$ cat config.mk
export PLATFORM = sky130hd
export DESIGN_NAME = mr_wb_arbiter
export DESIGN_NICKNAME = d
export VERILOG_FILES = /design/src/rtl/mr_wb_arbiter.sv
export SDC_FILE = /design/constraint.sdc
export NUM_CORES = 1
export LEC_CHECK = 0
export BUFFER_PORTS_ARGS = -buffer_cell sky130_fd_sc_hd__buf_2
export CORE_AREA = 2 2 126 128
export DETAILED_ROUTE_END_ITERATION = 7
export DIE_AREA = 0 0 128 130
export PLACE_DENSITY_LB_ADDON = 0.2
export RECOVER_POWER = 100
export SETUP_SLACK_MARGIN = 0.2
export SKIP_CTS_REPAIR_TIMING = 1
export SYNTH_ARGS = -nofsm -noshare
export SYNTH_HDL_FRONTEND = slang
export SYNTH_SLANG_ARGS = --single-unit
$ cat constraint.sdc
create_clock -name clk -period 3.7 [get_ports clk]
set_input_delay 0.37 -clock clk [delete_from_list [all_inputs] [get_ports clk]]
set_output_delay 0.37 -clock clk [all_outputs]
set_load 0.05 [all_outputs]
$ cat src/rtl/mr_wb_arbiter.sv
// Two-master pipelined Wishbone arbiter: grant held for the owner's whole CYC,
// outstanding requests counted so responses return to the owner (or are dropped).
//
// state    | meaning
// GNT_NONE | no master owns the slave port, both masters stalled
// GNT_M0   | m0 (ifetch) owns the slave port
// GNT_M1   | m1 (LD-ST) owns the slave port
module mr_wb_arbiter #(
  parameter int XLEN    = 32,
  parameter int MAX_OUT = 4,
  parameter int FAIR    = 1
) (
  input  logic              clk,
  input  logic              rst,
  input  logic [XLEN-1:0]   m0_adr_i,
  input  logic [XLEN-1:0]   m0_dat_i,
  input  logic              m0_we_i,
  input  logic [XLEN/8-1:0] m0_sel_i,
  input  logic              m0_stb_i,
  input  logic              m0_cyc_i,
  output logic [XLEN-1:0]   m0_dat_o,
  output logic              m0_ack_o,
  output logic              m0_err_o,
  output logic              m0_stall_o,
  input  logic [XLEN-1:0]   m1_adr_i,
  input  logic [XLEN-1:0]   m1_dat_i,
  input  logic              m1_we_i,
  input  logic [XLEN/8-1:0] m1_sel_i,
  input  logic              m1_stb_i,
  input  logic              m1_cyc_i,
  output logic [XLEN-1:0]   m1_dat_o,
  output logic              m1_ack_o,
  output logic              m1_err_o,
  output logic              m1_stall_o,
  output logic [XLEN-1:0]   s_adr_o,
  output logic [XLEN-1:0]   s_dat_o,
  output logic              s_we_o,
  output logic [XLEN/8-1:0] s_sel_o,
  output logic              s_stb_o,
  output logic              s_cyc_o,
  input  logic [XLEN-1:0]   s_dat_i,
  input  logic              s_ack_i,
  input  logic              s_err_i,
  input  logic              s_stall_i
);

  localparam int CW = $clog2(MAX_OUT + 1);
  localparam logic [CW-1:0] CNT_MAX = CW'(MAX_OUT);
  localparam logic [CW-1:0] CNT_ONE = CW'(1);

  typedef enum logic [1:0] {
    GNT_NONE = 2'd0,
    GNT_M0   = 2'd1,
    GNT_M1   = 2'd2
  } gnt_t;

  gnt_t          gnt_q, gnt_d;
  logic          last_q, last_d;
  logic [CW-1:0] cnt_q, cnt_d;
  logic          own_cyc, own_stb, at_max, accept, rsp, rsp_live;

  assign m0_dat_o = s_dat_i;
  assign m1_dat_o = s_dat_i;

  always_ff @(posedge clk) begin
    if (rst) begin
      gnt_q  <= GNT_NONE;
      last_q <= 1'b0;
      cnt_q  <= '0;
    end else begin
      gnt_q  <= gnt_d;
      last_q <= last_d;
      cnt_q  <= cnt_d;
    end
  end

  always_comb begin
    gnt_d      = gnt_q;
    last_d     = last_q;
    cnt_d      = cnt_q;
    own_cyc    = 1'b0;
    own_stb    = 1'b0;
    s_adr_o    = '0;
    s_dat_o    = '0;
    s_we_o     = 1'b0;
    s_sel_o    = '0;
    m0_stall_o = 1'b1;
    m1_stall_o = 1'b1;
    m0_ack_o   = 1'b0;
    m0_err_o   = 1'b0;
    m1_ack_o   = 1'b0;
    m1_err_o   = 1'b0;
    at_max     = (cnt_q == CNT_MAX);
    // A response only counts against an outstanding request; ack+err is one response.
    rsp        = (s_ack_i | s_err_i) & (cnt_q != '0);

    case (gnt_q)
      GNT_M0: begin
        own_cyc    = m0_cyc_i;
        own_stb    = m0_stb_i;
        s_adr_o    = m0_adr_i;
        s_dat_o    = m0_dat_i;
        s_we_o     = m0_we_i;
        s_sel_o    = m0_sel_i;
        m0_stall_o = s_stall_i | at_max;
        m0_ack_o   = rsp & m0_cyc_i & ~s_err_i;
        m0_err_o   = rsp & m0_cyc_i & s_err_i;
      end
      GNT_M1: begin
        own_cyc    = m1_cyc_i;
        own_stb    = m1_stb_i;
        s_adr_o    = m1_adr_i;
        s_dat_o    = m1_dat_i;
        s_we_o     = m1_we_i;
        s_sel_o    = m1_sel_i;
        m1_stall_o = s_stall_i | at_max;
        m1_ack_o   = rsp & m1_cyc_i & ~s_err_i;
        m1_err_o   = rsp & m1_cyc_i & s_err_i;
      end
      default: ;
    endcase

    s_cyc_o  = own_cyc;
    s_stb_o  = own_stb & own_cyc & ~at_max;
    accept   = s_stb_o & ~s_stall_i;
    rsp_live = rsp & own_cyc;

    if (!own_cyc) begin
      // Owner gone (or none): forget in-flight requests, re-arbitrate this edge.
      cnt_d = '0;
      if (m0_cyc_i && m1_cyc_i)
        gnt_d = (FAIR != 0 && last_q) ? GNT_M0 : GNT_M1;
      else if (m1_cyc_i)
        gnt_d = GNT_M1;
      else if (m0_cyc_i)
        gnt_d = GNT_M0;
      else
        gnt_d = GNT_NONE;
      if (gnt_d != GNT_NONE)
        last_d = (gnt_d == GNT_M1);
    end else if (accept && !rsp_live) begin
      cnt_d = cnt_q + CNT_ONE;
    end else if (!accept && rsp_live) begin
      cnt_d = cnt_q - CNT_ONE;
    end
  end

endmodule
=== After elaboration in Yosys (flattened, before gate mapping) ===
Index checks and enable logic that the tools add are counted.
Widths: inputs -> output; s select.

* Bits in registers: 6
* Output and inout bits: 141
* Logic and storage cells: 55

* $add $sub $neg: 2
* Equality and inequality tests: 4
* Mux-type cells: 19
* Bitwise logic cells: 17
* Reduce and logical (&&, ||, !) cells: 10

{| class="wikitable"
|+ Operators with widths
! operator !! count
|-
| $pmux 32 s2 || 2
|-
| $and 1x1->1 || 11
|-
| $mux 2 || 4
|-
| $pmux 4 s2 || 1
|-
| $mux 1 || 7
|-
| $mux 3 || 2
|-
| $pmux 1 s2 || 3
|-
| $eq 2x2->1 const B || 2
|-
| $not 1->1 || 4
|-
| $reduce_bool 2->1 || 2
|-
| $add 3x1->3 const B || 1
|-
| $eq 3x3->1 const B || 1
|-
| $logic_and 1x1->1 || 3
|-
| $reduce_bool 3->1 || 1
|-
| $sub 3x1->3 const B || 1
|-
| $eq 2x1->1 const B || 1
|-
| $logic_not 1->1 || 2
|-
| $or 1x1->1 || 2
|-
| $reduce_and 2->1 || 1
|-
| $reduce_or 2->1 || 1
|}

=== Longest topological paths before layout ===
* Word-level depth: 9
* Depth in mapped cells: 12

=== Worst setup path before layout ===
No wires, ideal clock.

* Path kind: reg-to-reg
* Start point: register gnt_q[0]
* End point: register cnt_q[2]
* Setup time: 0.103 ns
* Arrival time: 3.020 ns
* Setup slack: 0.577 ns
* Stages on the path, launching flop included: 13
* Period minus slack after synthesis: 3.123 ns
* Cells stage by stage: dfxtp_1 > inv_1 > ha_1 > buf_2 > buf_2 > nor2_1 > o211ai_1 > ha_1 > inv_1 > fa_1 > xor2_1 > or3_1 > a2111oi_2

* Cells in the longest elaborated chain, start to end: 8
* Elaborated cells on any way between the ends: 16

{| class="wikitable"
|+ RTL lines
! element !! RTL line !! RTL
|-
| from (decl) || 57 || <nowiki>gnt_t gnt_q, gnt_d;</nowiki>
|-
| from (signal assigned) || 71 || <nowiki>gnt_q <= gnt_d;</nowiki>
|-
| $eq 2x2->1 / $eq 2x1->1 (equally long branches) || 97 || <nowiki>case (gnt_q)</nowiki>
|-
| $pmux 1 s2 * || 97 ||
|-
| via s_cyc_o || 40 || <nowiki>output logic s_cyc_o,</nowiki>
|-
| $and 1x1->1 (2 in series) || 124 || <nowiki>s_stb_o = own_stb & own_cyc & ~at_max;</nowiki>
|-
| $and 1x1->1 || 125 || <nowiki>accept = s_stb_o & ~s_stall_i;</nowiki>
|-
| $logic_not 1->1 || 143 || <nowiki>end else if (!accept && rsp_live) begin</nowiki>
|-
| $logic_and 1x1->1 || 143 ||
|-
| $reduce_bool 2->1 (no line) || n/a ||
|-
| to (signal assigned) || 73 || <nowiki>cnt_q <= cnt_d;</nowiki>
|-
| to (decl) || 59 || <nowiki>logic [CW-1:0] cnt_q, cnt_d;</nowiki>
|}

Mark *: on every way through the listed nets, which the timed path passes. The rest lies on a longest branch.
A chain may end at the register's enable or synchronous reset.

=== Worst setup path in the final report ===
* Start point: register gnt_q[1]
* End point: output s_adr_o[0]

* Cells in the longest elaborated chain, start to end: 2
* Elaborated cells on any way between the ends: 3

{| class="wikitable"
|+ RTL lines
! element !! RTL line !! RTL
|-
| $eq 2x2->1 / $eq 2x1->1 (equally long branches) || 97 ||
|-
| $pmux 32 s2 * || 97 ||
|-
| to (decl) || 35 || <nowiki>output logic [XLEN-1:0] s_adr_o,</nowiki>
|}

Mark *: on every way between the ends. The rest lies on a longest branch, timed or not.

==> impl_metrics.yaml <==
synthesis:
  postSynthNetCount: 465
  yosys_warnings: 0
  netlist_top_cells_count: "sky130_fd_sc_hd__nor2_1 (76), sky130_fd_sc_hd__a22oi_1 (70), sky130_fd_sc_hd__buf_4 (65)"
  netlist.area_leader.share_pct: 28.6
  synth_ff_type: "sky130_fd_sc_hd__dfxtp_1"
  area_fraction_in_compound_gates_after_synthesis_pct: 35.0
  cell_area_after_synthesis_um2: 1830
  synth.yosys.seq_area_share_pct: 6.55
  synthDistinctLibCells: 29
  synth-seq-cells: 6
  synth-simple-area-share_pct: 20.3
  netlist_top_cells_area: "sky130_fd_sc_hd__a22oi_1 (29%), sky130_fd_sc_hd__buf_4 (27%), sky130_fd_sc_hd__nor2_1 (16%)"
  yosys.area_share.adder_pct: 3.14
  muxShareOfSynthArea_pct: 0.546
  synthXorXnorAreaFrac_pct: 0.955
  post-synth-top-area-cell: "sky130_fd_sc_hd__a22oi_1"
  post_synth_inst_count: 282
  synth_enable_flop_cells: 0
  yosysMostFrequentCell: "sky130_fd_sc_hd__nor2_1"
  avg_synthesized_cell_area_um2: 6.50
  synth_async_sr_flop_share_pct: 0
  synth_top_family_by_area: "compound AO/OA/AOI/OAI gates"
sta:
  rsz0062_at_grt: "false"
  time_the_worst_path_needs_with_i_o_delays_and_setup_ns: 3.20
  setup_violations: 0
  timing.setup.tns_ns: 0
  timing_worst_slew_pin_value_ns: 1.58
  clock.fmax_ghz: 0.312
  timing.slew.headroom_pct: -5.65
  timing.final.hold_violations: 0
  slew_violations: 153
  clock_skew_ns: 0.000389
  period_share_pct: 86.5
global_routing:
  antenna_violations_before_repair: 0
  grt_util_all_layers_pct: 8.77
  grt_start_max_net_pins: 78
  first_pass_grt_wire_length_um: 11700
  globalRoute.totalOverflow: 0
  vias_in_the_first_global_route: 2210
critical_path:
  start_kind: "flop"
  worst_setup_path_startpoint: "gnt_q[1]$_SDFFE_PP0P_"
  worstPathMaxFanout: 74
  r2r_end: "cnt_q[2]$_SDFFE_PP0P_"
  cp_data_required_time_ns: 3.33
  timing.critical_path.to: "s_adr_o[0]"
  worst_setup_path_class: "reg2out"
  critical_path.reg2reg.startpoint: "gnt_q[0]$_SDFFE_PP0P_"
  r2r_setup_slack_ns: 0.75
  worstPathArrival_ns: 2.83
  cp-end-kind: "output pin"
  reg2regPathDepth: 11
detailed_routing:
  remaining_drc_errors: 0
  drt_iter0_drc: 107
  avgRoutedWirePerCell_um: 14.0
  post_drt_via_cell_ratio: 4.10
  dr.pass1.iters: 6
  postRouteAntennaNets: 0
  dr_total_vias: 2520
  routed_wl_um: 8580
placement:
  dp_cells: 611
  place_area_um2: 2620
  number_of_buffers_inserted_by_port_buffering: 223
  place.detailed.hpwl_um: 6730
  globalplace.congestion: 0.722
clock_tree:
  numCtsBuffers: 3
  clk_pin_slew_worst_paths_ns: 0.03
  insertion_delay_ns: 0.22
  cts_htree_levels: 1
  tritoncts: "built"
  clkSinkCount: 6
  cts_root_buf: "sky130_fd_sc_hd__clkbuf_16"
  clk_path_buf_depth: 2
floorplan:
  die_h_um: 130
  boundaryPins: 320
  floorplan.initialDensity_pct: 11.9
  placeableCoreArea_um2: 15400
  num_rows: 46
  floorplan.die.width_um: 128
  floorplan.die_area_um2: 16600
pwr:
  power.density_nw_per_um2: 236
  leakage_nw: 1.16
  max-vdd-ir-drop_v: 0.000199
cells_and_area:
  finalNetCount: 607
  post-route-cell-area_um2: 2620
  syn_to_final_growth_pct: 42.8
  insertedDiodeCount: 0
  stdcell_count: 614
  drive_above_1_share_pct: 43.6
job:
  maxCapViolCount: 2
outcome:
  violations: "capacitance limit, slew limit"
  outcome: "finished, violations left"
min_path:
  worst_hold_path_type: "in2reg"
## state kept, by name (all words and copies together), names as in the netlist
| register | flops |
|---|---|
| gnt_q | 2 |
| last_q | 1 |
| cnt_q | 3 |
## critical path: stages, from the launching register on
cell and delay, ns:
sky130_fd_sc_hd__dfxtp_1 0.32, sky130_fd_sc_hd__inv_1 0.08, sky130_fd_sc_hd__ha_2 0.20, sky130_fd_sc_hd__clkbuf_2 1.12, sky130_fd_sc_hd__a22oi_1 0.23, sky130_fd_sc_hd__nor2_1 0.14
sky130_fd_sc_hd__clkbuf_1 0.50
## routing by layer
metal  GRT usage (%)  up-vias  routed length, um
li1                -     1215                  -
met4            2.84        0                158
met2            15.7      129               4380
met1            10.8     1154               3460
met5               0        -                  0
met3            1.39       22                584
## cell families after synthesis
family / Yosys count
buffers and inverters: 93
and+or+nand+nor: 92
AOI/OAI and AO/OA: 84
DFF: 6
adders and majority gates: 4
xor gates and xnor gates: 2
muxes: 1
## through the flow
step | total power (W) | hold slack [ns] | setup WS [ns] | utilization [%]
finish | 0.000617 | 0.430 | 0.499 | 17.0
global route | 0.000656 | 0.438 | 0.288 | 17.0
CTS | 0.000631 | 0.425 | 0.796 | 17.5
detailed placement | 0.000455 | 0.521 | 0.815 | 17.0
global placement | 0.000450 | 0.492 | 0.923 | 17.0
floorplan | 0.000501 | 0.446 | 0.577 | -
## worst min-delay path by stage
stage,startpoint,to,slack (ns),cells after the start
after global routing,m0_cyc_i,last_q$_SDFFE_PP0P_,0.44,2
after detailed placement,gnt_q[1]$_SDFFE_PP0P_,gnt_q[1]$_SDFFE_PP0P_,0.52,2
final,m0_cyc_i,last_q$_SDFFE_PP0P_,0.43,2
after floorplan,rst,cnt_q[2]$_SDFFE_PP0P_,0.45,1
after CTS,m0_cyc_i,last_q$_SDFFE_PP0P_,0.42,2
after global placement,gnt_q[1]$_SDFFE_PP0P_,gnt_q[1]$_SDFFE_PP0P_,0.49,2
## layout make-up
type / instances / area [um^2]
multi-input combinational: 183 / 1100
inverter: 4 / 15.0
sequential: 6 / 120
fill: 1820 / 12800
tap: 192 / 240
timing repair buffer: 226 / 1070
clock buffer: 3 / 75.1
## power breakdown
| group | internal, W | switching [W] | leakage, nW |
|---|---|---|---|
| clock network | 0.000139 | 0.0000343 | 0.0370 |
| logic | 0.000116 | 0.000259 | 1.07 |
| registers | 0.0000676 | 0.00000181 | 0.0490 |
## placed cells by master, fill, tap and decap left out, drive strengths merged
master / count
fa: 1
buf: 173
nand2b: 2
clkbuf: 56
a21boi: 1
o211ai: 1
o2111ai: 2
nor4: 2
o21ba: 1
nor3: 1
inv: 4
dfxtp: 6
or3: 2
mux2i: 1
nand3b: 1
ha: 3
a22oi: 71
xor2: 2
o41ai: 2
nor2: 76
o21ai: 2
and2: 1
or3b: 1
nand2: 6
a2111oi: 2
a21oi: 2
Note: power is estimated with default switching activity, not from simulation.
